==> src/rtl/hls_fp32_add_pkg.sv <==
// Shared definitions for the fp32 adder input-channel pipes.
// Holds the skid-buffer state encoding and the default widths.
package hls_fp32_add_pkg;

  typedef enum logic [1:0] {
    EMPTY = 2'd0,
    ONE   = 2'd1,
    TWO   = 2'd2
  } chn_state_e;

  localparam int unsigned DW_DEF    = 32;
  localparam int unsigned CNT_W_DEF = 16;

endpackage

==> src/rtl/hls_fp32_add_sat_cnt.sv <==
// Generic saturating up-counter with synchronous clear.
// Clear takes priority over increment; the count sticks at all-ones.
module hls_fp32_add_sat_cnt #(
  parameter int unsigned W = 16
) (
  input  logic         clk,
  input  logic         rst,
  input  logic         clr,
  input  logic         inc,
  output logic [W-1:0] cnt
);

  always_ff @(posedge clk) begin
    if (rst || clr) begin
      cnt <= '0;
    end else if (inc && (cnt != {W{1'b1}})) begin
      cnt <= cnt + 1'b1;
    end
  end

endmodule

==> src/rtl/hls_fp32_add_chn_b_in_pipe.sv <==
// chn_b operand input stage: 2-entry skid buffer between the valid/ready
// producer and the core's rsc_z/rsc_vz/rsc_lz interface, plus a stall counter.
//
// state | meaning
// EMPTY | no operand held; rsc_vz low
// ONE   | head holds the operand on rsc_z
// TWO   | head on rsc_z, tail waiting behind it; upstream ready low
module hls_fp32_add_chn_b_in_pipe
  import hls_fp32_add_pkg::*;
#(
  parameter int unsigned DW    = DW_DEF,
  parameter int unsigned CNT_W = CNT_W_DEF
) (
  input  logic             nvdla_core_clk,
  input  logic             nvdla_core_rst,
  input  logic             chn_b_pvld,
  output logic             chn_b_prdy,
  input  logic [DW-1:0]    chn_b_pd,
  output logic [DW-1:0]    chn_b_rsc_z,
  output logic             chn_b_rsc_vz,
  input  logic             chn_b_rsc_lz,
  output logic [1:0]       chn_b_occ,
  input  logic             stall_cnt_clr,
  output logic [CNT_W-1:0] stall_cnt
);

  chn_state_e    state_q, state_d;
  logic [DW-1:0] head_q, head_d;
  logic [DW-1:0] tail_q, tail_d;
  logic          push, pop;

  // Handshake outputs decode registered state only, so neither pvld/pd nor
  // rsc_lz has a combinational route to the opposite side.
  assign chn_b_rsc_vz = (state_q != EMPTY);
  assign chn_b_prdy   = (state_q != TWO) && !nvdla_core_rst;
  assign chn_b_rsc_z  = head_q;
  assign chn_b_occ    = state_q;

  assign push = chn_b_pvld && chn_b_prdy;
  assign pop  = chn_b_rsc_vz && chn_b_rsc_lz;

  always_ff @(posedge nvdla_core_clk) begin
    if (nvdla_core_rst) begin
      state_q <= EMPTY;
      head_q  <= '0;
      tail_q  <= '0;
    end else begin
      state_q <= state_d;
      head_q  <= head_d;
      tail_q  <= tail_d;
    end
  end

  always_comb begin
    state_d = state_q;
    head_d  = head_q;
    tail_d  = tail_q;
    case (state_q)
      EMPTY: begin
        if (push) begin
          state_d = ONE;
          head_d  = chn_b_pd;
        end
      end
      ONE: begin
        if (push && pop) begin
          head_d = chn_b_pd;
        end else if (push) begin
          state_d = TWO;
          tail_d  = chn_b_pd;
        end else if (pop) begin
          state_d = EMPTY;
        end
      end
      TWO: begin
        // prdy is low here, so only a pop can move the buffer
        if (pop) begin
          state_d = ONE;
          head_d  = tail_q;
        end
      end
      default: state_d = EMPTY;
    endcase
  end

  hls_fp32_add_sat_cnt #(
    .W (CNT_W)
  ) u_stall_cnt (
    .clk (nvdla_core_clk),
    .rst (nvdla_core_rst),
    .clr (stall_cnt_clr),
    .inc (chn_b_rsc_vz && !chn_b_rsc_lz),
    .cnt (stall_cnt)
  );

endmodule

==> config.mk <==
export PLATFORM = sky130hd
export DESIGN_NAME = hls_fp32_add_chn_b_in_pipe
export DESIGN_NICKNAME = d
export VERILOG_FILES = /design/src/rtl/hls_fp32_add_pkg.sv /design/src/rtl/hls_fp32_add_sat_cnt.sv /design/src/rtl/hls_fp32_add_chn_b_in_pipe.sv
export SDC_FILE = /design/constraint.sdc
export NUM_CORES = 1
export LEC_CHECK = 0
export BUFFER_PORTS_ARGS = -buffer_cell sky130_fd_sc_hd__buf_2
export CAP_MARGIN = 20
export CORE_ASPECT_RATIO = 1.4
export CORE_MARGIN = 8
export CORE_UTILIZATION = 30
export DETAILED_ROUTE_END_ITERATION = 8
export RECOVER_POWER = 50
export SYNTH_ARGS = -nofsm -noshare
export SYNTH_HDL_FRONTEND = slang
export SYNTH_HIERARCHICAL = 1
export SYNTH_SLANG_ARGS = --single-unit
==> constraint.sdc <==
create_clock -name nvdla_core_clk -period 2.5 [get_ports nvdla_core_clk]
set_input_delay 0.125 -clock nvdla_core_clk [delete_from_list [all_inputs] [get_ports nvdla_core_clk]]
set_output_delay 0.125 -clock nvdla_core_clk [all_outputs]
set_load 0.05 [all_outputs]
Yosys cells after proc, flatten, opt, wreduce, memory -nomap -nowiden:

Index checks and enable logic that the tools add are counted.

* add/sub/neg operators: 1
* equal/unequal tests: 9
* mux-type cells: 10
* bitwise gates (word level): 1
* reductions and logical operators: 15

Operator list (number)
* 2-to-1 mux 32 bit: 3
* case mux 32 bit (3 select lines): 1
* adder 16 x 1 -> 16 bit (second input constant): 1
* inequality test 16 bit (second input constant): 1
* 2-to-1 mux 2 bit: 5
* inequality test 2 bit (second input constant): 5
* AND reduction 4 bit: 2
* logical AND 1 bit: 6
* case mux 2 bit (3 select lines): 1
* inequality test 3 bit (second input constant): 1
* AND reduction 3 bit: 1
* nonzero test 3 bit: 1
* == test 2 x 1 -> 1 bit (second input constant): 1
* == test 2 bit (second input constant): 1
* logical NOT 1 bit: 2
* logical NOT 2 bit: 1
* nonzero test 2 bit: 1
* logical OR 1 bit: 1
* NOT 1 bit: 1

* bits in registers: 82
* input bits: 37
* output and inout port bits: 52
* word-level logic and storage cells: 40

Depth between registers and ports, before layout:

* depth in word-level cells: 6
* gate-level depth with buffers: 7

Hierarchy:

The synthesis kept the hierarchy.

By module, submodules not included
* hls_fp32_add_chn_b_in_pipe: times used 1, cells an instance 319, area each 3046.7 um^2
* hls_fp32_add_sat_cnt: times used 1, cells an instance 95, area each 847.1 um^2

Worst setup path after synthesis:

OpenSTA, ideal clock, no wires.

* path kind: reg-to-reg
* start point: register state_q[1] (netlist: chn_b_occ[1])
* end point: register u_stall_cnt.cnt[14]
* arrival: 2495 ps
* data required time: 2430 ps
* path slack: -65 ps
* cell stages (with the launch flop): 8
* path through: dfxtp_1 buf_2 or2_2 nor2b_1 nand4_1 a41o_1 or3_1 a21oi_1

* longest elaborated chain between the ends: 3

RTL lines
* start: declaration: line hls_fp32_add_chn_b_in_pipe.sv:27 `chn_state_e state_q, state_d;`
* start signal: assignment: line hls_fp32_add_chn_b_in_pipe.sv:48 `state_q <= state_d;`
* nonzero test 2 bit: line hls_fp32_add_chn_b_in_pipe.sv:34 `assign chn_b_rsc_vz = (state_q != EMPTY);`
* named net chn_b_rsc_vz: line hls_fp32_add_chn_b_in_pipe.sv:20 `output logic chn_b_rsc_vz,`
* logical AND 1 bit: line hls_fp32_add_chn_b_in_pipe.sv:92 `.inc (chn_b_rsc_vz && !chn_b_rsc_lz),`
* logical AND 1 bit: line hls_fp32_add_sat_cnt.sv:16 `end else if (inc && (cnt != {W{1'b1}})) begin`
* end signal: assignment: line hls_fp32_add_sat_cnt.sv:17 `cnt <= cnt + 1'b1;`
* end: declaration: line hls_fp32_add_sat_cnt.sv:10 `output logic [W-1:0] cnt`

The timed path passes the listed nets, and every way through them passes these cells.
A chain may end at the register's enable or synchronous reset.

Worst setup path after layout:

* start point: register state_q[0] (netlist: chn_b_occ[0])
* end point: register tail_q[6]

* longest elaborated chain between the ends: 6
* elaborated cells on any way between the ends: 9
* classes of those cells: 2 x eq/ne; 1 x bitwise; 6 x reduce/logical

RTL lines
* inequality test 2 bit: line hls_fp32_add_chn_b_in_pipe.sv:35 `assign chn_b_prdy = (state_q != TWO) && !nvdla_core_rst;`
* logical AND 1 bit: line hls_fp32_add_chn_b_in_pipe.sv:35
* logical AND 1 bit: line hls_fp32_add_chn_b_in_pipe.sv:39 `assign push = chn_b_pvld && chn_b_prdy;`
* logical AND 1 bit: line hls_fp32_add_chn_b_in_pipe.sv:66 `if (push && pop) begin`
* NOT 1 bit (no line)
* AND reduction 3 bit (no line) (*)
* end signal: assignment: line hls_fp32_add_chn_b_in_pipe.sv:50 `tail_q <= tail_d;`
* end: declaration: line hls_fp32_add_chn_b_in_pipe.sv:29 `logic [DW-1:0] tail_q, tail_d;`

Every way passes the cells marked *; elsewhere a longest branch is shown, timed or not.

==> flow_summary.json <==
{
  "worstPathRequired_ns": 2.76,
  "root_buffer": "clkbuf_16",
  "power.density_nw_per_um2": 712,
  "r2r_start": "chn_b_occ[0]",
  "hold_start": "chn_b_pd[26]",
  "diodes": 0,
  "ctsResizeCount": 0,
  "num_rows": 49,
  "cp.arrival_ns": 2.40,
  "ant_nets": 0,
  "synthArstFlopShare_pct": 0,
  "synth_warnings": 6,
  "cts_max_path_buffers": 2,
  "wirelength_mm": 11.8,
  "worst_pin_slew_ns": 0.946,
  "multiInputGateArea_um2": 2080,
  "first_pass_iters": 4,
  "final-hold-violation-count": 0,
  "synth_cells": 414,
  "crit_path_end_kind": "register",
  "drtIter0Drc": 197,
  "dieArea_um2": 16900,
  "ff_latch_area_um2": 1640,
  "route.detailed.drc": 0,
  "status": "complete, no violations",
  "crit_type": "register to register",
  "setup_tns_ns": 0,
  "setup_viol": 0,
  "ctsHtreeMaxLevel": 3,
  "layout-drive-gt1-share_pct": 21.9,
  "core_area_um2": 12800,
  "cts.reportedPaths.clkPinSlew_ns": 0.06,
  "grtUsageTotal_pct": 13.9,
  "cts_buffers": 9,
  "vias": 3536,
  "ff2ff_setup_slack_ns": 0.36,
  "port_buffers": 88,
  "min_path_type": "primary input to register",
  "die_w_um": 112,
  "cts_tree": "yes",
  "postSynthAreaPerCell_um2": 9.41,
  "insertion_delay_ns": 0.34,
  "holdBufCountCts": 0,
  "grt_max_degree": 53,
  "place_congestion": 0.728,
  "max_freq_ghz": 0.467,
  "cts_setup_buffers": 0,
  "synthDistinctLibCells": 45,
  "fillers": 1332,
  "io_pins": 89,
  "rsz0062_at_grt": "false",
  "crit_fanout": 26,
  "routed_via_density": 5.55,
  "period_minus_slack_ns": 2.14,
  "ys.flop_type": "dfxtp_1",
  "start_kind": "register",
  "ir_worst_vdd_mv": 0.241,
  "clkSinkCount": 82,
  "whs_ns": 0.0407,
  "finalCritPeriodShare_pct": 85.6,
  "p_leak_nw": 1.81,
  "synth_seq_area_share_pct": 42.2,
  "start_util_pct": 30.5,
  "ff2ff_path_depth": 4,
  "wire_per_inst_um": 18.5,
  "hold_path_depth": 3,
  "antenna_found_initial": 1,
  "syn_nets": 452,
  "synth_area_um2": 3890,
  "first_global_vias": 3632,
  "dpl.hpwl_mm": 7.79,
  "slew_violations": 0,
  "rr_endpoint": "tail_q[6]",
  "area_growth_pct": 20.8,
  "overflow": 0,
  "ys_seq_elements": 82,
  "die_h_um": 151,
  "synth_edf_count": 0,
  "hold_end": "tail_q[26]",
  "cap_violations": 0,
  "slew_headroom_pct": 36.9,
  "nNetsFinal": 517,
  "grt_pass1_wl_mm": 18.7,
  "finClkSkew_ns": 0.00621
}
[placed cells by master, fill, tap and decap left out, types with 5 or more instances in the layout]
cell type	instances
dfxtp_1	82
o21ai_0	21
nor4_1	32
clkbuf_16	9
buf_2	36
a211oi_2	30
buf_4	8
clkbuf_1	51
nand2_1	7
nand4_1	5
mux2i_1	33
nand3_1	37
or3_1	5
o21ai_1	16
nor2_1	9
a21oi_1	42
[Yosys cell counts (all sizes together) (2+ instances only)]
cell type   n  area (um^2)
dfxtp      82         1640
a21oi      42          210
nand3      37          185
o21ai      37          185
a211oi     33          398
clkbuf     33          125
mux2i      33          330
nor4       33          213
buf        11         73.8
nor2        9         33.8
nand2       7         26.3
nand4       7         65.1
or3         6         37.5
a41o        4         40.0
and4        4         35.0
or4         4         33.8
a31oi       3         18.8
nor2b       3         18.8
o31ai       3         22.5
and2        2         12.5
nand2b      2         12.5
or2         2         12.5
or3b        2         17.5
xor2        2         17.5
[state kept, by name, indices dropped and copies added (netlist names)]
signal / flops
u_stall_cnt/cnt: 16
chn_b_occ: 2
tail_q: 32
chn_b_rsc_z: 32
[where the power goes]
group / switching, mW / internal [mW] / total [mW] / leakage (nW)
logic: 0.416 / 0.155 / 0.572 / 0.994
registers: 0.0358 / 1.37 / 1.40 / 0.668
clock network: 0.540 / 0.833 / 1.37 / 0.153
total: 0.992 / 2.35 / 3.35 / 1.81
[cell type report]
type	count	share of cell area (%)
clock buffer	11	5.37
clock inverter	5	1.28
inverter	1	0.0798
multi-input combinational	287	44.3
sequential	82	34.9
tap	153	4.07
timing repair buffer	98	10.0
[critical path, stage by stage, from the launching register on]
cell and delay (ns):
dfxtp_1 0.48, nor2b_1 0.62, clkbuf_2 0.62, nand3_1 0.16, a21oi_1 0.16
[stage by stage]
step                      area, um^2  total power, mW  util [%]  setup WS, ns  std cells
after floorplan                 3890             1.86         -       0.00976        414
after global placement          4450             2.01      34.9         0.603        620
after detailed placement        4450             2.02      34.9         0.513        620
after CTS                       4760             3.39      37.3         0.503        636
after global routing            4700             3.48      36.9         0.204        637
final                           4700             3.35      36.9         0.361        637
[worst max-delay path by stage]
stage / end / startpoint / slack [ns]
after floorplan: u_stall_cnt/cnt[14] / chn_b_occ[0] / 0.01
after global placement: chn_b_rsc_z[0] / chn_b_occ[0] / 0.60
after detailed placement: chn_b_rsc_z[12] / chn_b_occ[0] / 0.51
after CTS: chn_b_rsc_z[1] / chn_b_occ[0] / 0.50
after global routing: tail_q[6] / chn_b_occ[0] / 0.20
final: tail_q[6] / chn_b_occ[0] / 0.36
[per-layer routing]
metal / global-route usage (%) / routed length (um) / part of all wire [%] / vias to the layer above
met5: 0 / 8 / 0.068 / -
met4: 6.16 / 235 / 2.0 / 2
met3: 3.39 / 543 / 4.6 / 17
met2: 25.0 / 6030 / 51 / 75
met1: 15.1 / 4960 / 42 / 1735
li1: - / - / - / 1707
[logic make-up after synthesis]
group | synth area share, %
mux | 8.48
buf+inv | 5.21
flops | 42.2
xor+xnor | 0.675
fa+ha+maj | 0.321
simple gates | 19.5
compound gates | 23.6
No activity file was read; power rests on OpenSTA's default activity.
